<file path="src/rtl/iter_divider_pkg.sv">
// Shared definitions for the iterative divider.
//   div_state_t    : divider FSM state encoding (IDLE / CALC / DONE)
//   DIV_DATA_WIDTH : operand/result width (only 32 is supported)
//   DIV_CNT_W      : iteration counter width, wide enough to hold DATA_WIDTH
//   div_abs()      : two's-complement magnitude when neg is set, raw value otherwise
package iter_divider_pkg;

   localparam int DIV_DATA_WIDTH = 32;
   localparam int DIV_CNT_W      = $clog2(DIV_DATA_WIDTH) + 1;

   typedef enum logic [1:0] {
      IDLE = 2'd0,
      CALC = 2'd1,
      DONE = 2'd2
   } div_state_t;

   function automatic logic [DIV_DATA_WIDTH-1:0] div_abs(
      input logic                      neg,
      input logic [DIV_DATA_WIDTH-1:0] v
   );
      return neg ? (~v + 1'b1) : v;
   endfunction

endpackage

</file>
<file path="src/rtl/iter_divider_lzc.sv">
// div_lzc32: combinational 32-bit leading-zero counter.
//   a_i  [31:0] : value to scan
//   lz_o [5:0]  : number of leading zeros, 32 when a_i is zero
// Only instantiated when the divider is built with DIV_EARLY_TERM_EN.
module div_lzc32 (
   input  logic [31:0] a_i,
   output logic [5:0]  lz_o
);

   // Scan from LSB upward so the highest set bit writes last and wins.
   always_comb begin
      lz_o = 6'd32;
      for (int i = 0; i < 32; i++) begin
         if (a_i[i]) begin
            lz_o = 6'(31 - i);
         end
      end
   end

endmodule

</file>
<file path="src/rtl/iter_divider.sv">
// iter_divider: iterative radix-2 restoring divider, one quotient bit per cycle.
// Request channel : div_valid / div_ready, div_signed_i, Z_i (dividend), D_i (divisor)
// Response channel: res_valid / res_ready, q_o (quotient), s_o (remainder)
// clk, rst_n      : clock and synchronous active-low reset (also aborts a divide)
// Build option    : DIV_EARLY_TERM_EN skips leading-zero iterations of the dividend.
//
// state | meaning
// IDLE  | waiting for a request, div_ready high
// CALC  | one restoring step per cycle, counter counts down to the last step
// DONE  | result registered, res_valid high until res_ready
module iter_divider
   import iter_divider_pkg::*;
#(
   parameter int DATA_WIDTH = DIV_DATA_WIDTH
) (
   input  logic                  clk,
   input  logic                  rst_n,
   input  logic                  div_valid,
   output logic                  div_ready,
   input  logic                  div_signed_i,
   input  logic [DATA_WIDTH-1:0] Z_i,
   input  logic [DATA_WIDTH-1:0] D_i,
   output logic                  res_valid,
   input  logic                  res_ready,
   output logic [DATA_WIDTH-1:0] q_o,
   output logic [DATA_WIDTH-1:0] s_o
);

   div_state_t state_q, state_d;

   logic [DATA_WIDTH:0]   rem_q, rem_d;
   logic [DATA_WIDTH-1:0] dvd_q, dvd_d;
   logic [DATA_WIDTH-1:0] dvs_q, dvs_d;
   logic [DATA_WIDTH-1:0] quo_q, quo_d;
   logic [DATA_WIDTH-1:0] rmd_q, rmd_d;
   logic [DIV_CNT_W-1:0]  cnt_q, cnt_d;
   logic                  neg_quo_q, neg_quo_d;
   logic                  neg_rem_q, neg_rem_d;
   logic                  div0_q, div0_d;

   logic                  accept;
   logic                  last_step;
   logic                  z_neg, d_neg, d_zero;
   logic [DATA_WIDTH-1:0] z_abs, d_abs;
   logic [DATA_WIDTH-1:0] dvd_init;
   logic [DIV_CNT_W-1:0]  cnt_init;
   logic [DATA_WIDTH:0]   rem_sh;
   logic                  q_bit;
   logic [DATA_WIDTH:0]   step_rem;
   logic [DATA_WIDTH-1:0] step_quo;

   assign accept    = div_valid & div_ready;
   assign last_step = (state_q == CALC) && (cnt_q == DIV_CNT_W'(1));

   // ---------------- FSM: state register ----------------
   always_ff @(posedge clk) begin
      if (!rst_n) begin
         state_q <= IDLE;
      end else begin
         state_q <= state_d;
      end
   end

   // ---------------- FSM: next state ----------------
   always_comb begin
      state_d = state_q;
      case (state_q)
         IDLE:    if (accept)    state_d = CALC;
         CALC:    if (last_step) state_d = DONE;
         DONE:    if (res_ready) state_d = IDLE;
         default: state_d = IDLE;
      endcase
   end

   // ---------------- FSM: outputs ----------------
   always_comb begin
      div_ready = (state_q == IDLE);
      res_valid = (state_q == DONE);
   end

   assign q_o = quo_q;
   assign s_o = rmd_q;

   // ---------------- operand preparation ----------------
   assign z_neg  = div_signed_i & Z_i[DATA_WIDTH-1];
   assign d_neg  = div_signed_i & D_i[DATA_WIDTH-1];
   assign d_zero = (D_i == '0);
   assign z_abs  = div_abs(z_neg, Z_i);
   assign d_abs  = div_abs(d_neg, D_i);

`ifdef DIV_EARLY_TERM_EN
   logic [5:0]           z_lz;
   logic [DIV_CNT_W-1:0] n_iter;

   div_lzc32 u_lzc (
      .a_i  (z_abs),
      .lz_o (z_lz)
   );

   // Only the significant bits of |Z| need a step; the dividend is pre-shifted
   // so its top significant bit is the first one shifted into the remainder.
   always_comb begin
      if (d_zero || (z_lz == 6'd32)) begin
         n_iter = DIV_CNT_W'(1);
      end else begin
         n_iter = DIV_CNT_W'(DATA_WIDTH) - DIV_CNT_W'(z_lz);
      end
      cnt_init = n_iter;
      dvd_init = z_abs << (DIV_CNT_W'(DATA_WIDTH) - n_iter);
   end
`else
   assign cnt_init = DIV_CNT_W'(DATA_WIDTH);
   assign dvd_init = z_abs;
`endif

   // ---------------- restoring step ----------------
   // rem_q's top bit is the carry of a previous shift; it cannot be set for a
   // legal divisor, but folding it into q_bit keeps the compare exact anyway.
   always_comb begin
      rem_sh   = {rem_q[DATA_WIDTH-1:0], dvd_q[DATA_WIDTH-1]};
      q_bit    = rem_q[DATA_WIDTH] | (rem_sh >= {1'b0, dvs_q});
      step_rem = q_bit ? (rem_sh - {1'b0, dvs_q}) : rem_sh;
      step_quo = {dvd_q[DATA_WIDTH-2:0], q_bit};
   end

   // ---------------- datapath next state ----------------
   always_comb begin
      rem_d     = rem_q;
      dvd_d     = dvd_q;
      dvs_d     = dvs_q;
      quo_d     = quo_q;
      rmd_d     = rmd_q;
      cnt_d     = cnt_q;
      neg_quo_d = neg_quo_q;
      neg_rem_d = neg_rem_q;
      div0_d    = div0_q;

      if (accept) begin
         rem_d     = '0;
         dvd_d     = dvd_init;
         cnt_d     = cnt_init;
         neg_quo_d = z_neg ^ d_neg;
         neg_rem_d = z_neg;
         div0_d    = d_zero;
         // A zero divisor makes the divisor register free; park the raw
         // dividend there so it can be returned as the remainder unchanged.
         dvs_d     = d_zero ? Z_i : d_abs;
      end else if (state_q == CALC) begin
         rem_d = step_rem;
         dvd_d = step_quo;
         cnt_d = cnt_q - DIV_CNT_W'(1);
         if (last_step) begin
            if (div0_q) begin
               quo_d = '1;
               rmd_d = dvs_q;
            end else begin
               quo_d = neg_quo_q ? (~step_quo + 1'b1) : step_quo;
               rmd_d = neg_rem_q ? (~step_rem[DATA_WIDTH-1:0] + 1'b1)
                                 : step_rem[DATA_WIDTH-1:0];
            end
         end
      end
   end

   always_ff @(posedge clk) begin
      if (!rst_n) begin
         rem_q     <= '0;
         dvd_q     <= '0;
         dvs_q     <= '0;
         quo_q     <= '0;
         rmd_q     <= '0;
         cnt_q     <= '0;
         neg_quo_q <= 1'b0;
         neg_rem_q <= 1'b0;
         div0_q    <= 1'b0;
      end else begin
         rem_q     <= rem_d;
         dvd_q     <= dvd_d;
         dvs_q     <= dvs_d;
         quo_q     <= quo_d;
         rmd_q     <= rmd_d;
         cnt_q     <= cnt_d;
         neg_quo_q <= neg_quo_d;
         neg_rem_q <= neg_rem_d;
         div0_q    <= div0_d;
      end
   end

endmodule

</file>
<file path="config.mk">
export PLATFORM = sky130hd
export DESIGN_NAME = iter_divider
export DESIGN_NICKNAME = d
export VERILOG_FILES = /design/src/rtl/iter_divider_pkg.sv /design/src/rtl/iter_divider_lzc.sv /design/src/rtl/iter_divider.sv
export SDC_FILE = /design/constraint.sdc
export NUM_CORES = 1
export LEC_CHECK = 0
export ABC_AREA = 1
export CORE_UTILIZATION = 31
export CTS_BUF_LIST = sky130_fd_sc_hd__clkbuf_4 sky130_fd_sc_hd__clkbuf_8
export CTS_CLUSTER_DIAMETER = 30
export CTS_CLUSTER_SIZE = 16
export DETAILED_ROUTE_END_ITERATION = 7
export PLACE_DENSITY = 0.5
export SYNTH_ARGS = -nofsm -noshare
export SYNTH_HDL_FRONTEND = slang
export SYNTH_SLANG_ARGS = --single-unit
</file>
<file path="constraint.sdc">
create_clock -name clk -period 8.2 [get_ports clk]
set_input_delay 0.82 -clock clk [delete_from_list [all_inputs] [get_ports clk]]
set_output_delay 0.82 -clock clk [all_outputs]
set_load 0.02 [all_outputs]
</file>
* Word level (Yosys, flattened, before mapping)
Index checks and enable logic that the tools add are counted.
Operators by class: add/subtract/negate cells 6, order comparisons 1, equal/unequal tests 6, muxes and demuxes 16, bitwise logic cells 11, reduce and logical (&&, ||, !) cells 7
Operator list (number):
- $mux 32 | 9
- $add 32x1->32 const B | 4
- $not 32->32 | 4
- $ge 33x32->1 | 1
- $mux 33 | 1
- $sub 33x32->33 | 1
- $logic_not 32->1 | 1
- $mux 6 | 2
- $eq 6x1->1 const B | 1
- $mux 2 | 3
- $pmux 2 s3 | 1
- $reduce_and 3->1 | 2
- $sub 6x1->6 const B | 1
- $ne 2x1->1 const B | 2
- $and 1x1->1 | 3
- $eq 2x1->1 const B | 1
- $eq 2x2->1 const B | 1
- $logic_not 2->1 | 1
- $ne 2x2->1 const B | 1
- $not 1->1 | 2
- $reduce_bool 2->1 | 1
- $reduce_or 2->1 | 1
- $logic_and 1x1->1 | 1
- $or 1x1->1 | 1
- $xor 1x1->1 | 1
Storage, ports and cells: flip-flop bits (word level) 172, input bits 69, output and inout bits 66, logic and storage cells 58

* Depth between registers and ports, before layout
depth in word-level cells 7, gate-level depth with buffers 27

* Least setup slack after synthesis
Ideal clock, no wire load.
kind flip-flop to flip-flop, start point register dvs_q[8], end point register quo_q[28], in the netlist q_o[28], library setup time 0.117 ns, arrival time 3.748 ns, required time 8.083 ns, setup slack 4.335 ns, stages on the path, launching flop included 24, path buffers 1, clock period less this slack 3.865 ns, cell sequence dfxtp_1 -> inv_1 -> ha_1 -> nand2_2 -> inv_2 -> a21oi_2 -> nand3_2 -> nand2_2 -> nand3_4 -> a21oi_2 -> buf_2 -> ha_1 -> nand3_1 -> nor3_1 -> nand3_1 -> nor3_1 -> nand2_1 -> o21ai_0 -> o21ai_0 -> nor2_1 -> o21ai_0 -> xor2_1 -> o221ai_1 -> inv_1
Between the ends: cells in the longest elaborated chain, start to end 6
Ends and longest elaborated chain:
- from (decl) | line iter_divider.sv:33 | logic [DATA_WIDTH-1:0] dvs_q, dvs_d;
- from (signal assigned) | line iter_divider.sv:179 | dvs_q <= dvs_d;
- $ge 33x32->1 | line iter_divider.sv:121 | q_bit = rem_q[DATA_WIDTH] | (rem_sh >= {1'b0, dvs_q});
- $or 1x1->1 | line iter_divider.sv:121
- $not 32->32 | line iter_divider.sv:157 | quo_d = neg_quo_q ? (~step_quo + 1'b1) : step_quo;
- $add 32x1->32 | line iter_divider.sv:157
- $mux 32 | line iter_divider.sv:157
- $mux 32 | line iter_divider.sv:153 | if (div0_q) begin
- to (signal assigned) | line iter_divider.sv:180 | quo_q <= quo_d;
- to (decl) | line iter_divider.sv:34 | logic [DATA_WIDTH-1:0] quo_q, quo_d;
Every way passes these cells. A chain may end at the register's enable or synchronous reset.

* Worst setup path in the final report
start point register dvs_q[6], end point register quo_q[28], in the netlist q_o[28]
Same word-level chain as after synthesis.

==> results.py <==
metrics = {
    "synth": {
        "ys_ff_latch": 172,
        "synth.lib_cells_used.distinct": 51,
        "post_synth_most_frequent_cells": "sky130_fd_sc_hd__nand2_1 (540), sky130_fd_sc_hd__inv_1 (276), sky130_fd_sc_hd__nor2_1 (176)",
        "post-synth-top-area-cell": "sky130_fd_sc_hd__dfxtp_1",
        "ys_warn_count": 0,
        "synth_top_area_frac": 0.267,
        "postSynthCellCount": 2094,
        "synth_flop_cell": "sky130_fd_sc_hd__dfxtp_1",
        "sequential_to_total_area_share_from_yosys_stat": 0.267,
        "synth_async_reset_ratio": 0,
        "post_synthesis_cell_area_um2": 12900,
        "synth_edf_count": 0,
        "yosys.cell_count.top_type": "sky130_fd_sc_hd__nand2_1",
        "area_contributors_post_synth": "sky130_fd_sc_hd__dfxtp_1 (27%), sky130_fd_sc_hd__nand2_1 (16%), sky130_fd_sc_hd__inv_1 (8.0%)",
        "syn_nets": 2202,
        "mapped_avg_cell_area_um2": 6.16,
    },
    "timing": {
        "timing.max_slew.rel_slack": 0.336,
        "fmax_mhz": 207,
        "finalSetupViolations": 0,
        "finalWorstPathRequiredPeriod_ns": 4.83,
        "rsz0062_at_grt": "false",
        "fin_worst_skew_ns": 0.0165,
        "finalCritPeriodShare": 0.589,
        "setup-tns-final_ns": 0,
        "worstMarginPinSlew_ns": 0.986,
        "hold_viol": 0,
        "finalMaxSlewViolations": 0,
    },
    "setup_path": {
        "timing.critical_path.arrival_ns": 5.24,
        "nature_of_the_critical_path_startpoint": "flip-flop",
        "cpMaxStageDelayCell": "sky130_fd_sc_hd__dfxtp_1",
        "critical_path_class": "reg -> reg",
        "crit_required_ns": 8.60,
        "crit_path_largest_cell_delay_ns": 0.38,
        "critical_path_peak_fanout": 16,
        "path_cells": "inv_1, ha_1, nand2_1, nand2_1, a21oi_2, nand3_2, nand2_2, nand3_4, a21oi_2, buf_4, ha_1, nand3_1, nor3_1, nand3_1, nor3_1, nand2_1, o21ai_0, o21ai_0, nor2_1, o21ai_0, xor2_1, o221ai_1, inv_1",
        "worst_setup_path_end_kind": "flip-flop",
    },
    "drt": {
        "routedWlPerCell_um": 20.4,
        "vias": 14200,
        "drt_pass1_iterations": 8,
        "ant_nets": 0,
        "drc_errors": 0,
        "mean_number_of_vias_per_cell": 5.19,
        "detailedRoute.firstIterationViolations": 1163,
        "total_wirelength_of_the_detailed_routed_design_um": 55700,
    },
    "clock_tree": {
        "clock_transition_time_at_the_flip_flop_clock_pins_of_the_worst_setup_and_hold_paths_ns": 0.10,
        "number_of_levels_in_the_clock_h_tree": 4,
        "clock_tree.root_cell": "sky130_fd_sc_hd__clkbuf_8",
        "number_of_clock_sinks_seen_by_cts": 172,
        "clock_path_buffers": 2,
        "post_cts_resized": 0,
        "post_cts.repair.setup_buffers": 0,
        "clock_insertion_delay_worst_skew_ns": 0.52,
        "cts_hold_buf": 0,
        "clock_tree_from_tritoncts": "yes",
        "tritoncts.num_buffers": 17,
    },
    "die": {
        "die_h_um": 206,
        "dieWidth_um": 206,
        "placeableCoreArea_um2": 40900,
        "placementRows": 74,
        "number_of_i_o_pins": 135,
        "die_outline_area_um2": 42400,
        "effective_utilization_at_floorplan": 0.315,
    },
    "layout": {
        "fill_cells": 4558,
        "seqCellArea_um2": 3440,
        "multiInputGateArea_um2": 8030,
        "finish.net_count": 2290,
        "synthToLayoutAreaGrowth_pct": 17.1,
        "drive_gt1_frac": 0.0629,
    },
    "pwr": {
        "total_power_uw": 3240,
        "power_density_of_the_placed_cells_nw_per_um2": 215,
        "worst_ir_drop_vdd_uv": 109,
        "leakage_uw": 0.00678,
    },
    "global_routing": {
        "grt_pass1_vias": 13500,
        "grt_antenna_before_repair": 1,
        "gr_overflow_total": 0,
        "globalRouteTotalUtil": 0.265,
        "grt_start_max_net_pins": 71,
        "grt_pass1_wl_um": 83800,
    },
    "placement": {
        "place_congestion": 0.950,
        "port-buffer-count": 134,
        "hpwlAfterDp_um": 43200,
    },
    "job": {
        "max_cap_viol": 0,
    },
    "status": {
        "run_status": "finished, final reports clean",
    },
    "hold_path": {
        "hold_class": "reg -> reg",
    },
}
==> final timing paths <==
kind                                end  startpoint  cells after the start  slack [ns]
worst max-delay path            q_o[28]    dvs_q[6]                     23        3.37
worst min-delay path            s_o[18]     s_o[18]                      2        0.47
worst min register to register  s_o[18]     s_o[18]                      2        0.47
worst max register to register  q_o[28]    dvs_q[6]                     23        3.37
==> report_power, final <==
| part | switching (uW) | internal [uW] | total, uW | leakage [uW] |
|---|---|---|---|---|
| sequential | 41.6 | 886 | 927 | 0.00140 |
| combinational | 1170 | 477 | 1650 | 0.00517 |
| clock | 367 | 298 | 665 | 0.000202 |
| total | 1580 | 1660 | 3240 | 0.00678 |
==> through the flow <==
stage,cells,setup slack (ns),utilization,hold slack (ns),instance area [um2]
6_report,2728,3.37,0.369,0.469,15100
5_1_grt,2727,2.83,0.369,0.483,15100
4_1_cts,2727,3.43,0.369,0.471,15100
3_5_place_dp,2695,3.47,0.359,0.455,14700
3_3_place_gp,2695,3.62,0.359,0.452,14700
2_1_floorplan,2094,4.33,-,0.445,12900
==> metal layers <==
metal,routed length (um),share of wire,vias to the layer above,GRT usage
li1,-,-,6999,-
met1,27000,0.48,6608,0.378
met2,24200,0.43,506,0.411
met3,3090,0.056,58,0.0391
met4,1420,0.025,0,0.0696
met5,0,0,-,0
==> registers in the layout, indices dropped and copies added, names as in the netlist <==
register	cells
dvs_q	32
q_o	32
neg_rem_q	1
rem_q	33
s_o	32
dvd_q	32
state_q	2
div0_q	1
cnt_q	6
neg_quo_q	1
==> area by class of cell <==
class,count,area share
multi-input cells,1552,0.532
flip-flops and latches,172,0.228
repair buffers,153,0.0982
inverters,286,0.0710
well taps,532,0.0440
clock buffers,20,0.0182
clock inverters,12,0.00902
diodes,1,0.000166
==> worst max-delay path: cells and delay by family (launching register included) <==
kind,cells,cell delay [ns]
buf+inv,3,0.42
xor+xnor,1,0.17
fa+ha+maj,2,0.61
simple gates,11,1.84
compound gates,6,1.27
flops,1,0.38
==> logic make-up (layout without fill, tap and decap cells) <==
logic type,Yosys count,count (layout),synth area share
AO/OA/AOI/OAI,459,459,0.200
buffers and inverters,370,471,0.112
other,0,1,0
AND/OR/NAND/NOR,963,963,0.321
flip-flops,172,172,0.267
XOR/XNOR,91,91,0.0618
adder cells (fa/ha/maj),39,39,0.0384
==> placed cells by master, fill, tap and decap left out, types with 2 or more instances in the layout <==
| cell type | count |
|---|---|
| sky130_fd_sc_hd__clkinvlp_4 | 3 |
| sky130_fd_sc_hd__nand4_1 | 25 |
| sky130_fd_sc_hd__clkdlybuf4s50_1 | 134 |
| sky130_fd_sc_hd__a21oi_1 | 171 |
| sky130_fd_sc_hd__inv_6 | 3 |
| sky130_fd_sc_hd__clkinv_2 | 2 |
| sky130_fd_sc_hd__xor2_1 | 73 |
| sky130_fd_sc_hd__o221ai_1 | 12 |
| sky130_fd_sc_hd__o211ai_1 | 34 |
| sky130_fd_sc_hd__nor2_4 | 6 |
| sky130_fd_sc_hd__nand3_1 | 118 |
| sky130_fd_sc_hd__nor4_1 | 8 |
| sky130_fd_sc_hd__o21ai_2 | 6 |
| sky130_fd_sc_hd__xnor2_1 | 18 |
| sky130_fd_sc_hd__nor2_2 | 12 |
| sky130_fd_sc_hd__bufinv_16 | 2 |
| sky130_fd_sc_hd__nand2_2 | 27 |
| sky130_fd_sc_hd__ha_1 | 38 |
| sky130_fd_sc_hd__dfxtp_1 | 172 |
| sky130_fd_sc_hd__a221oi_1 | 2 |
| sky130_fd_sc_hd__nand3b_1 | 2 |
| sky130_fd_sc_hd__o21bai_1 | 6 |
| sky130_fd_sc_hd__o31ai_1 | 4 |
| sky130_fd_sc_hd__or2_2 | 5 |
| sky130_fd_sc_hd__o21ai_1 | 14 |
| sky130_fd_sc_hd__a31oi_1 | 27 |
| sky130_fd_sc_hd__inv_2 | 10 |
| sky130_fd_sc_hd__nor3_1 | 33 |
| sky130_fd_sc_hd__a21oi_2 | 6 |
| sky130_fd_sc_hd__nand2_1 | 539 |
| sky130_fd_sc_hd__clkbuf_8 | 20 |
| sky130_fd_sc_hd__o22ai_1 | 13 |
| sky130_fd_sc_hd__buf_4 | 19 |
| sky130_fd_sc_hd__o21ai_0 | 159 |
| sky130_fd_sc_hd__nand3_2 | 4 |
| sky130_fd_sc_hd__nand2_4 | 5 |
| sky130_fd_sc_hd__clkinv_4 | 2 |
| sky130_fd_sc_hd__inv_1 | 275 |
| sky130_fd_sc_hd__nor2_1 | 172 |
Note: power is estimated with default switching activity, not from simulation.
